--- src/rtl/sat_counter.sv ---
// sat_counter: saturating up-counter, no wrap
//   clk, res (async active-low), inc (count up), clr (sync clear) -> q
module sat_counter #(
  parameter int W = 8
) (
  input  logic         clk,
  input  logic         res,
  input  logic         inc,
  input  logic         clr,
  output logic [W-1:0] q
);
  always_ff @(posedge clk or negedge res)
    if (!res) q <= '0;
    else if (clr) q <= '0;
    else if (inc && q != '1) q <= q + W'(1);
endmodule

--- config.mk ---
export PLATFORM = sky130hd
export DESIGN_NAME = sat_counter
export DESIGN_NICKNAME = d
export VERILOG_FILES = /design/src/rtl/sat_counter.sv
export SDC_FILE = /design/constraint.sdc
export NUM_CORES = 1
export LEC_CHECK = 0
export BUFFER_PORTS_ARGS = -buffer_cell sky130_fd_sc_hd__buf_2
export CAP_MARGIN = 20
export CORE_AREA = 5 5 42 44
export DETAILED_ROUTE_END_ITERATION = 12
export DIE_AREA = 0 0 47 49
export HOLD_SLACK_MARGIN = 0.02
export MAX_ROUTING_LAYER = met4
export PLACE_DENSITY = 0.63
export SKIP_LAST_GASP = 1
export SLEW_MARGIN = 20
export SYNTH_ARGS = -nofsm -noshare
export SYNTH_HDL_FRONTEND = slang
export SYNTH_SLANG_ARGS = --single-unit
--- constraint.sdc ---
create_clock -name clk -period 1.5 [get_ports clk]
set_input_delay 0.3 -clock clk [delete_from_list [all_inputs] [get_ports clk]]
set_output_delay 0.3 -clock clk [all_outputs]
set_load 0.05 [all_outputs]
# Word-level counts from Yosys, hierarchy flattened
# Index checks and enable logic that the tools add are counted.
# word_totals
ff_bits	8
inputBits	4
elab_cells	7
# op_classes
n_reduce_logical	2
n_eq_ne	1
mux	2
addsub	1
# op_table
op	n
$mux W8	2
$add A8 B1 Y8 const B	1
$ne A8 B8 Y1 const B	1
$reduce_bool A2 Y1	1
$logic_and A1 B1 Y1	1

# Logic depth before layout (Yosys ltp)
# Gate-level depths: netlist of the first run.
# depth
ltp_word	4
ltp_mapped	4
mapped_depth_nobuf	4

# Worst setup path after synthesis of the first run
# Ideal clock, no wire load.
# synth_path
path_type	register to register
start	register q[0]
end	register q[0]
required_ps	1375
setup_slack_ps	-359
t_arrival_ps	1734
synth_period_minus_slack_ps	1859
path_stages_with_launch	5
path_buffers	0
setup_time_ps	125
path_cell_list	dfrtp_1 > ha_1 > and4_2 > a21boi_1 > mux2_2
# synth_between
elab_chain_len	3
elab_cells_between_ends	6
# synth_lines
element	line_no	source
start, declared	10	output logic [W-1:0] q
start signal, assigned	15	else if (inc && q != '1) q <= q + W'(1);
$add A8 B1 Y8 / $ne A8 B8 Y1 (equally long branches)	15	
$mux W8 / $logic_and A1 B1 Y1 (equally long branches)	15	
$mux W8 / $reduce_bool A2 Y1 (equally long branches)	--	
# Parallel ways exist; a longest one is shown, timed or not. The select of a mux whose other input is x is not followed.
# A chain may end at the register's enable or synchronous reset.

# Worst setup path after layout of the first run
# layout_path
start	register q[1]
end	register q[0]
# layout_between
elab_chain_len	3
# layout_lines
element	line_no
$ne A8 B8 Y1	15
$logic_and A1 B1 Y1	15
$reduce_bool A2 Y1 (no line)	--
# No other way between the ends.

==> reports/metrics.yaml, run 1 <==
place:
  dpl.hpwl_um: 778
  gp_congestion: 0.739
  place_area_sq_um: 579
  port_buffers: 11
  dp_slack_ns: 0.0347
  dp.cells: 77
drt:
  routed_wl_mm: 1.07
  drt_iter0_drc: 12
  num_vias: 440
  routedWlPerCell_um: 13.0
  firstDrtPassIters: 4
  vias_per_cell: 5.37
  ant_nets: 0
  remaining_drc_errors: 0
setup_path:
  path_class: "flip-flop to flip-flop"
  worstPathMaxFanout: 7
  crit_arrival_ns: 1.61
  crit_buf_inv: 0
  cp_slowest_cell: "dfrtp_2"
  startpoint: "q[1]"
  crit_family: "flip-flops"
  worstPathCellList: "ha_4, and4_4, a21boi_2, mux2_4"
  crit_path_end_kind: "flip-flop"
  required_ns: 1.64
  startpoint_type: "flip-flop"
  slowest_delay_ns: 0.45
  r2r-start: "q[1]"
global_routing:
  grt_usage_pct: 11.5
  grt_pass1_vias: 411
  grt_pass1_wl_mm: 1.86
  gr-total-overflow: 0
  antenna_found_initial: 0
  grt_max_degree: 12
synthesis:
  synth_edf_count: 0
  syn_area_per_cell_sq_um: 9.47
  syn-cell-area_sq_um: 464
  yosysMostFrequentCell: "dfrtp_1"
  synth.top_cell.area_share_pct: 43.1
  ys_async_sr_fraction_pct: 100
  netlist_top_cells_count: "8 x dfrtp_1, 4 x nor3_1, 3 x a21oi_1, 3 x nand2b_1, 3 x nor2b_1"
  yosys.area.top_type: "dfrtp_1"
  synthFlopType: "dfrtp_1"
  synth.top_cells.by_area: "dfrtp_1 43%, mux2_2 4.9%, nor3_1 4.3%, nand2b_1 4.0%, nor2b_1 4.0%"
  synthCells: 49
  ys_seq_area_share_pct: 43.1
  synth.ff_latch_count: 8
  synth_cell_types: 28
  yosysWarnings: 0
  syn-num-nets: 54
die:
  rows: 14
  die_w_um: 47
  core_area_sq_um: 1400
  ios: 12
  dieArea_sq_um: 2300
  die_h_um: 49
  start_util_pct: 33.1
cells_and_area:
  nets: 72
  top_register: "q"
  reg_top3: "q (8)"
  diodes: 0
  largest_reg_flops: 8
  utilization_pct: 43.9
  drive_gt1_share_pct: 40.9
  stdcell_count: 82
  area_delta_synth_final_pct: 32.6
  fill_cells: 142
  final_cell_area_sq_um: 616
power_and_ir_drop:
  p_leak_nw: 0.273
  ir_worst_vdd_mv: 0.421
  p_total_mw: 0.480
  power_density_nw_per_um2: 780
timing:
  period_share_pct: 97.9
  setup_violations: 0
  worst_pin_slew_ns: 0.362
  finalSetupTns_ns: 0
  fin_skew_ns: 0.00595
  relSlewSlack_pct: 75.2
  hold_violations: 0
  whs_ns: 0.362
  layout_setup_ws_ns: 0.0309
  fmax_mhz: 681
  rsz0062_at_grt: "false"
  fin_crit_ns: 1.47
  slew_violations: 0
clock_tree:
  clk_latency_ns: 0.26
  tritoncts: "built"
  cts_resized: 0
  holdBufCountCts: 1
  clkTransAtPathRegs_ns: 0.06
  htree_levels: 1
  clock-sinks: 8
  cts-buffers-inserted: 3
  root_buffer: "clkbuf_4"
  post_cts_buffers: 0
  clockBufferDepth: 2
hold_path:
  hp-start: "clr"
  hold_class: "primary input to flip-flop"
run_status:
  outcome: "finished clean"
job:
  cap_violations: 0
cells by family (layout without fill, tap and decap cells):
kind of cell	Yosys count	count (layout)	share of synthesized area, %
simple gates	24	24	31.0
flops	8	8	43.1
compound gates	9	9	12.7
mux	3	3	7.01
buf+inv	4	21	3.50
fa+ha+maj	1	1	2.69
area by class of cell:
cell class	instances	area, sq um	share of cell area, %
Clock buffer	4	26.3	4.27
Inverter	2	7.51	1.22
Multi-Input combinational cell	37	269	43.7
Sequential cell	8	205	33.3
Tap cell	16	20.0	3.25
Timing Repair Buffer	15	87.6	14.2
worst register-to-register path: stages, from the launching register on:
cell,delay (ns)
dfrtp_2,0.45
ha_4,0.19
and4_4,0.20
a21boi_2,0.20
mux2_4,0.31
where the power goes:
group | leakage (nW) | switching (mW) | internal, mW
registers | 0.104 | 0.00762 | 0.222
clock network | 0.0150 | 0.0790 | 0.102
logic | 0.154 | 0.0439 | 0.0256
layout by cell type (no fill, tap or decap), types with 3 or more instances in the layout:
| cell type | count |
|---|---|
| dfrtp_1 | 4 |
| nor2b_1 | 3 |
| clkbuf_4 | 3 |
| nand2b_1 | 3 |
| a21oi_1 | 3 |
| buf_4 | 3 |
| nor3_1 | 4 |
| dfrtp_2 | 4 |
| buf_2 | 11 |
layer usage:
metal | vias up | share of wire [%] | global-route usage, %
met5 | - | 0 | -
met4 | 0 | 0.85 | 4.15
met3 | 2 | 5.5 | 6.64
met2 | 14 | 48 | 15.2
met1 | 206 | 45 | 14.5
li1 | 218 | - | -
final timing paths:
path | end | slack [ns] | depth (start not counted)
max | q[0] | 0.03 | 4
min | q[5] | 0.36 | 2
max reg2reg | q[0] | 0.03 | 4
min reg2reg | q[6] | 0.62 | 2
max in group asynchronous | q[2] | 0.90 | 2
min in group asynchronous | q[5] | 0.41 | 2
Note: power is estimated with default switching activity, not from simulation.
==> run 2: changes to the inputs <==
Clock period 1.5 ns to 1.2 ns, I/O delays scaled along.
==> run 2 against run 1 <==
Net effect:
- the flow now finishes with violations (setup timing)
- setup slack worse by 0.19 ns
- cell count is 18% higher
- total power rose by 37%
- combinational power increased by 96%
- flip-flop and latch count unchanged
==> reports/metrics.yaml, run 2 (same netlist as run 1, synthesis figures left out) <==
power_and_ir_drop:
  ir_worst_vdd_mv: 0.553  # was 0.421 mV
  power_density_nw_per_um2: 749  # was 780 nW/um^2
  p_leak_nw: 0.363  # was 0.273 nW
place:
  dpl.hpwl_um: 884  # was 778 um
  dp_slack_ns: -0.177  # was 0.0347 ns
  gp_congestion: 0.777  # was 0.739
  dp.cells: 88  # was 77
  port_buffers: 11  # unchanged
setup_path:
  worstPathCellList: "ha_4, and4_4, a21boi_4, mux2_4"  # was ha_4, and4_4, a21boi_2, mux2_4
  crit_path_end_kind: "flip-flop"  # unchanged
  crit_arrival_ns: 1.50  # was 1.61 ns
  path_class: "flip-flop to flip-flop"  # unchanged
  crit_buf_inv: 0  # unchanged
  r2r-start: "q[0]"  # was q[1]
  startpoint_type: "flip-flop"  # unchanged
  slowest_delay_ns: 0.43  # was 0.45 ns
  required_ns: 1.34  # was 1.64 ns
  cp_slowest_cell: "dfrtp_2"  # unchanged
  worstPathMaxFanout: 3  # was 7
  crit_family: "flip-flops"  # unchanged
  startpoint: "q[0]"  # was q[1]
cells_and_area:
  diodes: 0  # unchanged
  top_register: "q"  # unchanged
  regArea_sq_um: 209  # was 205 sq um
  nets: 87  # was 72
  largest_reg_flops: 8  # unchanged
  stdcell_count: 97  # was 82
  area_delta_synth_final_pct: 90.0  # was 32.6%
  reg_top3: "q (8)"  # unchanged
  utilization_pct: 62.9  # was 43.9%
  drive_gt1_share_pct: 66.7  # was 40.9%
  most-common-layout-cells: "13 x buf_4, 7 x dfrtp_2, 6 x buf_8, 6 x buf_6, 4 x buf_2"  # was 11 x buf_2, 4 x nor3_1, 4 x dfrtp_2, 4 x dfrtp_1
  multi_input_area_sq_um: 334  # was 269 sq um
  layout_commonest_cell: "buf_4"  # was buf_2
  fill_cells: 113  # was 142
drt:
  remaining_drc_errors: 0  # unchanged
  routed_wl_mm: 1.36  # was 1.07 mm
  ant_nets: 0  # unchanged
  drt_iter0_drc: 8  # was 12
  vias_per_cell: 5.12  # was 5.37
  firstDrtPassIters: 2  # was 4
  num_vias: 497  # was 440
  routedWlPerCell_um: 14.0  # was 13.0 um
timing:
  fin_crit_ns: 1.36  # was 1.47 ns
  hold_violations: 0  # unchanged
  fmax_mhz: 736  # was 681 MHz
  period_share_pct: 113  # was 97.9%
  rsz0062_at_grt: "true"  # was false
  relSlewSlack_pct: 84.2  # was 75.2%
  fin_skew_ns: 0.00344  # was 0.00595 ns
  slew_violations: 0  # unchanged
  layout_setup_ws_ns: -0.159  # was 0.0309 ns
  worst_pin_slew_ns: 0.235  # was 0.362 ns
  setup_violations: 11  # was 0
die:
  start_util_pct: 33.1  # unchanged
  rows: 14  # unchanged
  die_w_um: 47  # unchanged
  core_area_sq_um: 1400  # unchanged
  ios: 12  # unchanged
  die_h_um: 49  # unchanged
  dieArea_sq_um: 2300  # unchanged
clock_tree:
  tritoncts: "built"  # unchanged
  root_buffer: "clkbuf_4"  # unchanged
  htree_levels: 1  # unchanged
  clockBufferDepth: 2  # unchanged
  clock-sinks: 8  # unchanged
  clkTransAtPathRegs_ns: 0.06  # about the same
  cts-buffers-inserted: 3  # unchanged
  clk_latency_ns: 0.26  # about the same
global_routing:
  grt_pass1_wl_mm: 2.32  # was 1.86 mm
  grt_max_degree: 12  # unchanged
  grt_usage_pct: 14.0  # was 11.5%
  antenna_found_initial: 0  # unchanged
  grt_pass1_vias: 519  # was 411
  gr-total-overflow: 0  # unchanged
job:
  cap_violations: 0  # unchanged
run_status:
  outcome: "complete, but fails checks"  # was finished clean
  violations: "setup timing"
hold_path:
  hp-start: "clr"  # unchanged
  hold_class: "primary input to flip-flop"  # unchanged
-- run 2: cell types whose count changed in the layout (fill, tap and decap cells not counted), sizes merged --
cell	delta
buf	+15
-- run 2: worst paths after layout --
kind                       endpoint  slack (ns)  cells after the start
setup / recovery               q[0]       -0.16                      4
hold / removal                 q[7]        0.29                      2
setup reg to reg               q[0]       -0.16                      4
hold reg to reg                q[4]        0.63                      2
max in group asynchronous      q[5]        0.66                      2
min in group asynchronous      q[4]        0.35                      2
-- run 2: metal layers --
metal | global-route usage (%) | vias up | wire (um)
li1 | - | 246 | -
met4 | 4.61 | 0 | 8
met1 | 18.0 | 241 | 601
met3 | 3.32 | 2 | 42
met2 | 21.3 | 8 | 703
met5 | - | - | 0
-- run 2: final cells by class --
cell class,instances,area share [%]
Inverter,2,0.851
Clock buffer,4,2.98
Multi-Input combinational cell,37,37.9
Tap cell,16,2.27
Sequential cell,8,23.7
Timing Repair Buffer,30,32.3
-- run 2: what timing repair did --
action | in CTS | in global routing
pin swaps | 3 | 0
hold endpoints to repair | 8 | 0
setup buffers | 1 | 3
gates resized for setup | 26 | 12
hold buffers | 1 | 0
endpoints found under the setup margin | 13 | 16
-- run 2: where the power goes --
part	switching [mW]	total (mW)	internal (mW)
clock	0.112	0.240	0.128
sequential	0.00738	0.285	0.277
combinational	0.0686	0.136	0.0674
total	0.188	0.660	0.473
-- run 2: through the flow --
stage	hold slack (ns)	total power, mW	area (sq um)	TNS, ns
floorplan	-0.0556	0.349	494	-1.48
global placement	0.0959	0.389	666	-0.566
detailed placement	0.0994	0.391	666	-0.663
CTS	0.291	0.644	812	-0.645
global route	0.301	0.701	882	-1.10
finish	0.289	0.660	882	-0.653
